--- config.mk ---
export PLATFORM = sky130hd
export DESIGN_NAME = gray_cnt_arbiter
export DESIGN_NICKNAME = d
export VERILOG_FILES = /design/src/rtl/gray_cnt_arbiter.sv
export SDC_FILE = /design/constraint.sdc
export NUM_CORES = 1
export LEC_CHECK = 0
export CAP_MARGIN = 20
export CORE_MARGIN = 4
export CORE_UTILIZATION = 51
export CTS_BUF_LIST = sky130_fd_sc_hd__clkbuf_2 sky130_fd_sc_hd__clkbuf_4 sky130_fd_sc_hd__clkbuf_8
export CTS_CLUSTER_SIZE = 16
export DETAILED_ROUTE_END_ITERATION = 8
export PLACE_DENSITY = 0.82
export REMOVE_ABC_BUFFERS = 1
export SKIP_LAST_GASP = 1
export SLEW_MARGIN = 20
export SYNTH_ARGS = -nofsm -noshare
export SYNTH_HDL_FRONTEND = slang
export SYNTH_SLANG_ARGS = --single-unit
--- constraint.sdc ---
create_clock -name clk -period 2.3 [get_ports clk]
set_input_delay 0.46 -clock clk [delete_from_list [all_inputs] [get_ports clk]]
set_output_delay 0.46 -clock clk [all_outputs]
set_load 0.005 [all_outputs]
--- src/rtl/gray_cnt_arbiter.sv ---
// Round-robin arbiter sharing one Gray-code counter among NREQ clients.
// Each grant runs a burst of counter steps; wrap pulses on return to zero.
module gray_cnt_arbiter #(
  parameter int CBITS = 8,
  parameter int NREQ  = 4,
  parameter int LENW  = 4
) (
  input  logic                 clk,
  input  logic                 rst_n,
  input  logic [NREQ-1:0]      req,
  input  logic [NREQ*LENW-1:0] len,
  output logic [NREQ-1:0]      gnt,
  output logic                 busy,
  output logic [CBITS-1:0]     gray_cnt,
  output logic                 wrap,
  output logic [NREQ-1:0]      done
);

  localparam int PTRW = $clog2(NREQ);

  typedef enum logic {
    S_IDLE,
    S_RUN
  } state_t;

  state_t r_state;
  state_t w_state_nx;

  logic [CBITS-1:0] r_bin;
  logic [CBITS-1:0] r_gray;
  logic             r_wrap;
  logic [LENW-1:0]  r_rem;
  logic [PTRW-1:0]  r_ptr;
  logic [NREQ-1:0]  r_gnt;

  logic             w_hit;
  logic [PTRW-1:0]  w_win;
  logic [PTRW-1:0]  w_ptr_nx;
  logic [NREQ-1:0]  w_onehot;
  logic [LENW-1:0]  w_len;
  logic [LENW-1:0]  w_len_eff;
  logic [CBITS-1:0] w_bin_nx;
  logic             w_last;

  // First set request at or above ptr, wrapping modulo NREQ
  always_comb begin
    w_hit = 1'b0;
    w_win = '0;
    for (int i = 0; i < NREQ; i++) begin
      if (!w_hit && req[(int'(r_ptr) + i) % NREQ]) begin
        w_hit = 1'b1;
        w_win = PTRW'((int'(r_ptr) + i) % NREQ);
      end
    end
  end

  assign w_onehot  = NREQ'(1) << w_win;
  assign w_ptr_nx  = (w_win == PTRW'(NREQ - 1)) ? '0 : w_win + 1'b1;
  assign w_len     = len[w_win*LENW +: LENW];
  assign w_len_eff = (w_len == '0) ? LENW'(1) : w_len;
  assign w_bin_nx  = r_bin + 1'b1;
  assign w_last    = (r_rem == LENW'(1));

  always_ff @(posedge clk or negedge rst_n) begin
    if (!rst_n) begin
      r_state <= S_IDLE;
    end else begin
      r_state <= w_state_nx;
    end
  end

  always_comb begin
    w_state_nx = r_state;
    unique case (r_state)
      S_IDLE: if (w_hit) w_state_nx = S_RUN;
      S_RUN:  if (w_last) w_state_nx = S_IDLE;
      default: w_state_nx = S_IDLE;
    endcase
  end

  always_ff @(posedge clk or negedge rst_n) begin
    if (!rst_n) begin
      r_bin  <= '0;
      r_gray <= '0;
      r_wrap <= 1'b0;
      r_rem  <= '0;
      r_ptr  <= '0;
      r_gnt  <= '0;
    end else begin
      r_wrap <= 1'b0;
      unique case (r_state)
        S_IDLE: begin
          if (w_hit) begin
            r_gnt <= w_onehot;
            r_rem <= w_len_eff;
            r_ptr <= w_ptr_nx;
          end
        end
        S_RUN: begin
          r_bin  <= w_bin_nx;
          r_gray <= w_bin_nx ^ (w_bin_nx >> 1);
          r_wrap <= (w_bin_nx == '0);
          r_rem  <= r_rem - 1'b1;
          if (w_last) r_gnt <= '0;
        end
        default: ;
      endcase
    end
  end

  always_comb begin
    gnt      = r_gnt;
    busy     = |r_gnt;
    gray_cnt = r_gray;
    wrap     = r_wrap;
    done     = r_gnt & {NREQ{w_last}};
  end

endmodule

==> impl_metrics.py, run 1 <==
metrics = {
    "synthesis": {
        "ys_ff_latch": 27,
        "synth_top_family_by_area": "multiplexers",
        "ys_warn_count": 0,
        "synth-simple-area-share_pct": 11.5,
        "synth_top_area_share_pct": 42.2,
        "synthTopCellsByArea": "dfrtp_1, ha_1, xnor2_1",
        "syn_avg_cell_area_um2": 10.8,
        "synth_top_area_cell": "dfrtp_1",
        "synth_cell_types": 37,
        "syn_area_um2": 1600,
        "syn_inst": 148,
        "synth_xor_xnor_area_share_pct": 9.30,
        "synth_compound_area_share_pct": 10.5,
        "ys_seq_area_share_pct": 42.2,
        "synth_fa_ha_area_share_pct": 8.59,
        "synth.area.mux_share_pct": 14.2,
    },
    "placement": {
        "hpwl_um": 2670,
        "placed_area_um2": 2100,
        "io_buffers": 39,
        "placedCellCount": 237,
        "gp_congestion": 0.853,
    },
    "sta": {
        "finClkSkew_ps": 2.14,
        "max_freq_mhz": 446,
        "setup_viol": 0,
        "worst_pin_slew_ps": 372,
        "period_needed_ps": 2240,
        "rsz0062_at_grt": "no",
        "slew_violations": 0,
        "hold_slack_ps": 472,
        "setup-tns-final_ps": 0,
        "hold_viol": 0,
        "slew_headroom_pct": 74.9,
        "post-route-period-util_pct": 97.5,
    },
    "critical_path": {
        "critical_path_class": "flip-flop to output pin",
        "slowest_stage": "dfrtp_1",
        "critPathMaxStageDelay_ps": 430,
        "cp-start-kind": "flip-flop",
        "critPathRequiredTime_ps": 1840,
        "cp_num_buf_inv": 3,
        "worstPathArrival_ps": 1780,
        "crit_chain": "ha_2, nor3b_2, buf_4, buf_4, and2_1, dlygate4sd2_1",
        "crit_family": "buffers and inverters",
        "crit_top_cell": "buf_4",
        "endpoint_kind": "output pin",
        "path_max_fanout": 4,
    },
    "power_and_ir_drop": {
        "p_leak_uw": 0.00100,
        "vdd_drop_max_mv": 1.02,
        "p_per_area_nw_per_um2": 1240,
    },
    "clock_tree": {
        "cts_sinks": 27,
        "clk_path_buf_depth": 2,
        "cts_buffers": 3,
        "insertion_delay_ps": 340,
        "cts_tree": "built",
        "htree_levels": 1,
        "clk_pin_slew_ps": 150,
        "clockRootBuffer": "clkbuf_4",
        "cts_hold_buf": 0,
    },
    "grt": {
        "grt_max_degree": 28,
        "antenna_found_initial": 0,
        "grt_pass1_wl_um": 6050,
        "grt_use_total_pct": 18.7,
        "grt_pass1_vias": 1307,
        "gr-total-overflow": 0,
    },
    "die": {
        "start_util_pct": 52.9,
        "die_w_um": 64.0,
        "core_um2": 3030,
        "die_area_um2": 4100,
        "io_pins": 40,
        "num_rows": 20,
        "dieHeight_um": 64.0,
    },
    "cells_and_area": {
        "final_common_cell": "clkdlybuf4s50_1",
        "final_nets": 237,
        "synthToLayoutAreaGrowth_pct": 36.3,
        "num_antenna_cells": 0,
        "drive_gt1_share_pct": 19.2,
        "finalNonFillerCells": 247,
        "final_cell_mix": "clkdlybuf4s50_1, dfrtp_1, buf_4, xnor2_1",
        "final_util_pct": 72.1,
        "final_area_um2": 2180,
    },
    "routing": {
        "antenna_left": 0,
        "firstDrtPassIters": 4,
        "drc": 0,
        "vias": 1317,
        "routed_wl_um": 3650,
        "drt_iter0_drc": 65,
        "wl_per_cell_um": 14.8,
        "vias_per_cell": 5.33,
    },
    "hold_path": {
        "hold_class": "primary input to async pin",
    },
    "run_status": {
        "outcome": "finished, final reports clean",
    },
    "job": {
        "drv_cap": 0,
    },
}
[repair_timing]
action | in CTS | in global routing
gates resized for setup | 5 | 3
buffers inserted | 4 | 2
endpoints found under the setup margin | 4 | 3
[cell usage after synthesis]
library cell,n
dfrtp_1,27
xnor2_1,14
ha_1,11
mux2_2,10
mux2i_1,10
a21oi_1,9
nand2_1,9
inv_1,7
and2_1,5
nor2_1,5
clkbuf_1,4
nand3_1,4
a22o_1,3
and3_1,3
xor2_1,3
nand4_1,2
or4_1,2
a21oi_2,1
a221oi_2,1
a22oi_1,1
a2bb2oi_1,1
a32oi_1,1
buf_4,1
buf_6,1
mux2_4,1
nand2b_1,1
nand3b_1,1
nor3b_1,1
nor4_1,1
o211ai_1,1
o21a_1,1
o21ai_0,1
o21ai_1,1
o21bai_1,1
o22ai_1,1
o311ai_0,1
or2_2,1
[worst register-to-register path, cell delays in order (launching register included)]
cell and delay, ps:
dfrtp_1 460, mux2_4 320, a221oi_2 260, buf_4 220, mux2i_1 100, mux2_2 290, a32oi_1 180, o21ai_1 80
[worst paths after layout]
check                            startpoint     endpoint  slack [ps]  depth (start not counted)
max in group asynchronous             rst_n     r_rem[1]        1580                          2
worst max-delay path               r_rem[0]      done[2]          60                          6
min in group clk                gray_cnt[4]  gray_cnt[4]         530                          1
worst max register to register     r_ptr[1]     r_rem[0]         290                          7
worst min-delay path                  rst_n     r_bin[7]         470                          2
worst min register to register  gray_cnt[4]  gray_cnt[4]         530                          1
[sequential cells by signal, indices dropped and copies added (netlist names)]
name      cells
r_bin         8
gray_cnt      7
gnt           4
r_rem         4
r_ptr         2
r_state       1
wrap          1
[per-stage QoR]
stage / worst slack, ps / total power [uW]
finish: 58.3 / 2710
global route: 7.22 / 2960
CTS: 7.85 / 2690
detailed placement: -108 / 2420
global placement: -57.7 / 2330
floorplan: -23.4 / 1830
[cells by family (layout without fill, tap and decap cells)]
logic type	Yosys count	count (layout)
AND/OR/NAND/NOR	35	35
AO/OA/AOI/OAI	24	24
multiplexers	21	21
XOR/XNOR	17	17
buffers and inverters	13	68
flip-flops	27	27
adder cells (fa/ha/maj)	11	11
[per-layer routing]
metal  wire length, um  vias to the layer above  GRT usage, %
li1                  -                      631             -
met4                55                        0          5.39
met5                 0                        -             0
met2              1870                       41          30.8
met1              1500                      639          24.5
met3               227                        6          4.04
[area by class of cell]
class,instances,area [um2]
multi-input cells,108,873
fillers,232,845
flip-flops and latches,27,676
repair buffers,57,526
well taps,44,55.1
inverters,7,26.3
clock buffers,3,22.5
clock inverters,1,5.00
[report_power, final]
| group | switching (uW) | total, uW | internal [uW] |
|---|---|---|---|
| clock network | 153 | 218 | 65.6 |
| logic | 645 | 1580 | 930 |
| registers | 214 | 921 | 706 |
| total | 1010 | 2710 | 1700 |
No activity file was read; power rests on OpenSTA's default activity.
==> inputs of run 2 (changes only) <==
CAP_MARGIN = 10   (was 20)
==> results of run 2 <==
No change in the layout: final DEF, timing and power equal those of run 1.
==> inputs of run 3 (changes only) <==
--- a/config.mk
+++ b/config.mk
@@ -14,5 +14,4 @@
 export PLACE_DENSITY = 0.82
 export REMOVE_ABC_BUFFERS = 1
-export SKIP_LAST_GASP = 1
 export SLEW_MARGIN = 20
 export SYNTH_ARGS = -nofsm -noshare
==> constraint.sdc (replaced) <==
create_clock -name clk -period 2.3 [get_ports clk]
set_input_delay 0.23 -clock clk [delete_from_list [all_inputs] [get_ports clk]]
set_output_delay 0.23 -clock clk [all_outputs]
set_load 0.005 [all_outputs]
==> impl_metrics.py, run 3 (synthesized netlist as in run 1, its figures left out) <==
metrics = {
    "sta": {
        "hold_viol": 0,
        "setup_viol": 0,
        "finClkSkew_ps": 9.49,
        "post-route-period-util_pct": 93.2,
        "rsz0062_at_grt": "no",
        "worst_pin_slew_ps": 383,
        "max_freq_mhz": 467,
        "slew_headroom_pct": 74.4,
        "slew_violations": 0,
        "period_needed_ps": 2140,
    },
    "grt": {
        "gr-total-overflow": 0,
        "grt_pass1_wl_um": 5690,
        "grt_pass1_vias": 1212,
        "antenna_found_initial": 0,
        "grt_use_total_pct": 17.6,
        "grt_max_degree": 28,
    },
    "critical_path": {
        "critical_path_class": "flip-flop to output pin",
        "endpoint_kind": "output pin",
        "r2r_start": "r_ptr[1]",
        "worstPathArrival_ps": 1910,
        "rrSetupSlack_ps": 210,
        "critPathRequiredTime_ps": 2070,
        "path_max_fanout": 7,
        "cp-start-kind": "flip-flop",
        "cp-startpoint": "r_rem[1]",
    },
    "clock_tree": {
        "cts_tree": "built",
        "cts_buffers": 3,
        "htree_levels": 1,
        "cts_sinks": 27,
        "clk_path_buf_depth": 2,
        "clockRootBuffer": "clkbuf_4",
        "insertion_delay_ps": 320,
        "clk_pin_slew_ps": 140,
    },
    "power_and_ir_drop": {
        "p_leak_uw": 0.000926,
        "finalPower_uw": 2610,
        "vdd_drop_max_mv": 0.975,
        "p_per_area_nw_per_um2": 1240,
    },
    "die": {
        "die_area_um2": 4100,
        "dieHeight_um": 64.0,
        "die_w_um": 64.0,
        "io_pins": 40,
        "core_um2": 3030,
        "start_util_pct": 52.9,
        "num_rows": 20,
    },
    "routing": {
        "vias": 1225,
        "drc": 0,
        "vias_per_cell": 5.17,
        "firstDrtPassIters": 4,
        "antenna_left": 0,
        "drt_iter0_drc": 67,
        "wl_per_cell_um": 14.4,
        "routed_wl_um": 3420,
    },
    "cells_and_area": {
        "drive_gt1_share_pct": 14.0,
        "largest_reg_flops": 8,
        "final_area_um2": 2110,
        "synthToLayoutAreaGrowth_pct": 31.6,
        "num-fill-cells": 222,
        "num_antenna_cells": 0,
        "final_nets": 227,
        "final_common_cell": "clkdlybuf4s50_1",
        "regMostFlops": "r_bin",
        "final_cell_mix": "clkdlybuf4s50_1, dfrtp_1, xnor2_1, ha_1",
    },
    "placement": {
        "placed_area_um2": 2070,
        "io_buffers": 39,
        "gp_congestion": 0.864,
        "hpwl_um": 2700,
    },
    "job": {
        "drv_cap": 0,
    },
    "run_status": {
        "outcome": "finished, final reports clean",
    },
    "hold_path": {
        "hold_class": "primary input to async pin",
    },
}
run 3: changes by cell type in the layout (fill, tap and decap cells not counted), sizes merged:
cell	change
buf	-10
clkbuf	+1
clkdlybuf4s15	-1
clkdlybuf4s50	+4
clkinv	-1
dlygate4sd2	-2
dlymetal6s2s	-1
run 3: what timing repair did:
item                       in CTS  in global routing
resized for setup               0                  1
hold buffers                    0                  0
setup endpoints to repair       0                  1
setup buffers                   0                  1
run 3: layer usage:
metal  share of wire, %  vias up  track usage (%)
met5                  0        -                0
met4                1.1        0             4.04
met3                4.4        4             4.92
met2                 53       25             30.6
met1                 42      586             21.5
li1                   -      610                -
run 3: power breakdown:
part	switching (uW)	internal, uW
Sequential	223	706
Combinational	614	855
Clock	135	79.7
run 3: path summary, 6_finish.rpt:
path | end | depth (start not counted)
hold reg to reg | r_bin[7] | 1
setup reg to reg | r_rem[0] | 7
setup / recovery | done[0] | 6
max in group asynchronous | r_rem[3] | 2
min in group clk | r_bin[7] | 1
hold / removal | r_bin[7] | 2
run 3: final cells by class:
class                      instances  area, um2  area share [%]
multi-input combinational        108        871            41.3
clock buffer                       4       30.0            1.42
inverter                           7       26.3            1.25
sequential                        27        676            32.0
tap                               44       55.1            2.61
timing repair buffer              47        450            21.4
run 3: stage by stage:
step                      setup TNS, ps  hold WS, ps  util [%]  setup WS, ps  instances
after detailed placement          -5.21          499      68.2         -5.21        232
after global placement                0          490      68.2          90.9        232
final                                 0          246      69.6           156        237
after CTS                             0          263      69.2          84.3        236
after floorplan                   -10.0        -65.6         -         -10.0        142
after global routing                  0          261      69.6          50.4        237
run 3: critical path, stage by stage (launching register included):
cell	delay [ps]
dfrtp_1	430
inv_1	90
ha_1	140
nor3b_2	150
buf_4	160
and2_1	130
clkdlybuf4s50_1	510
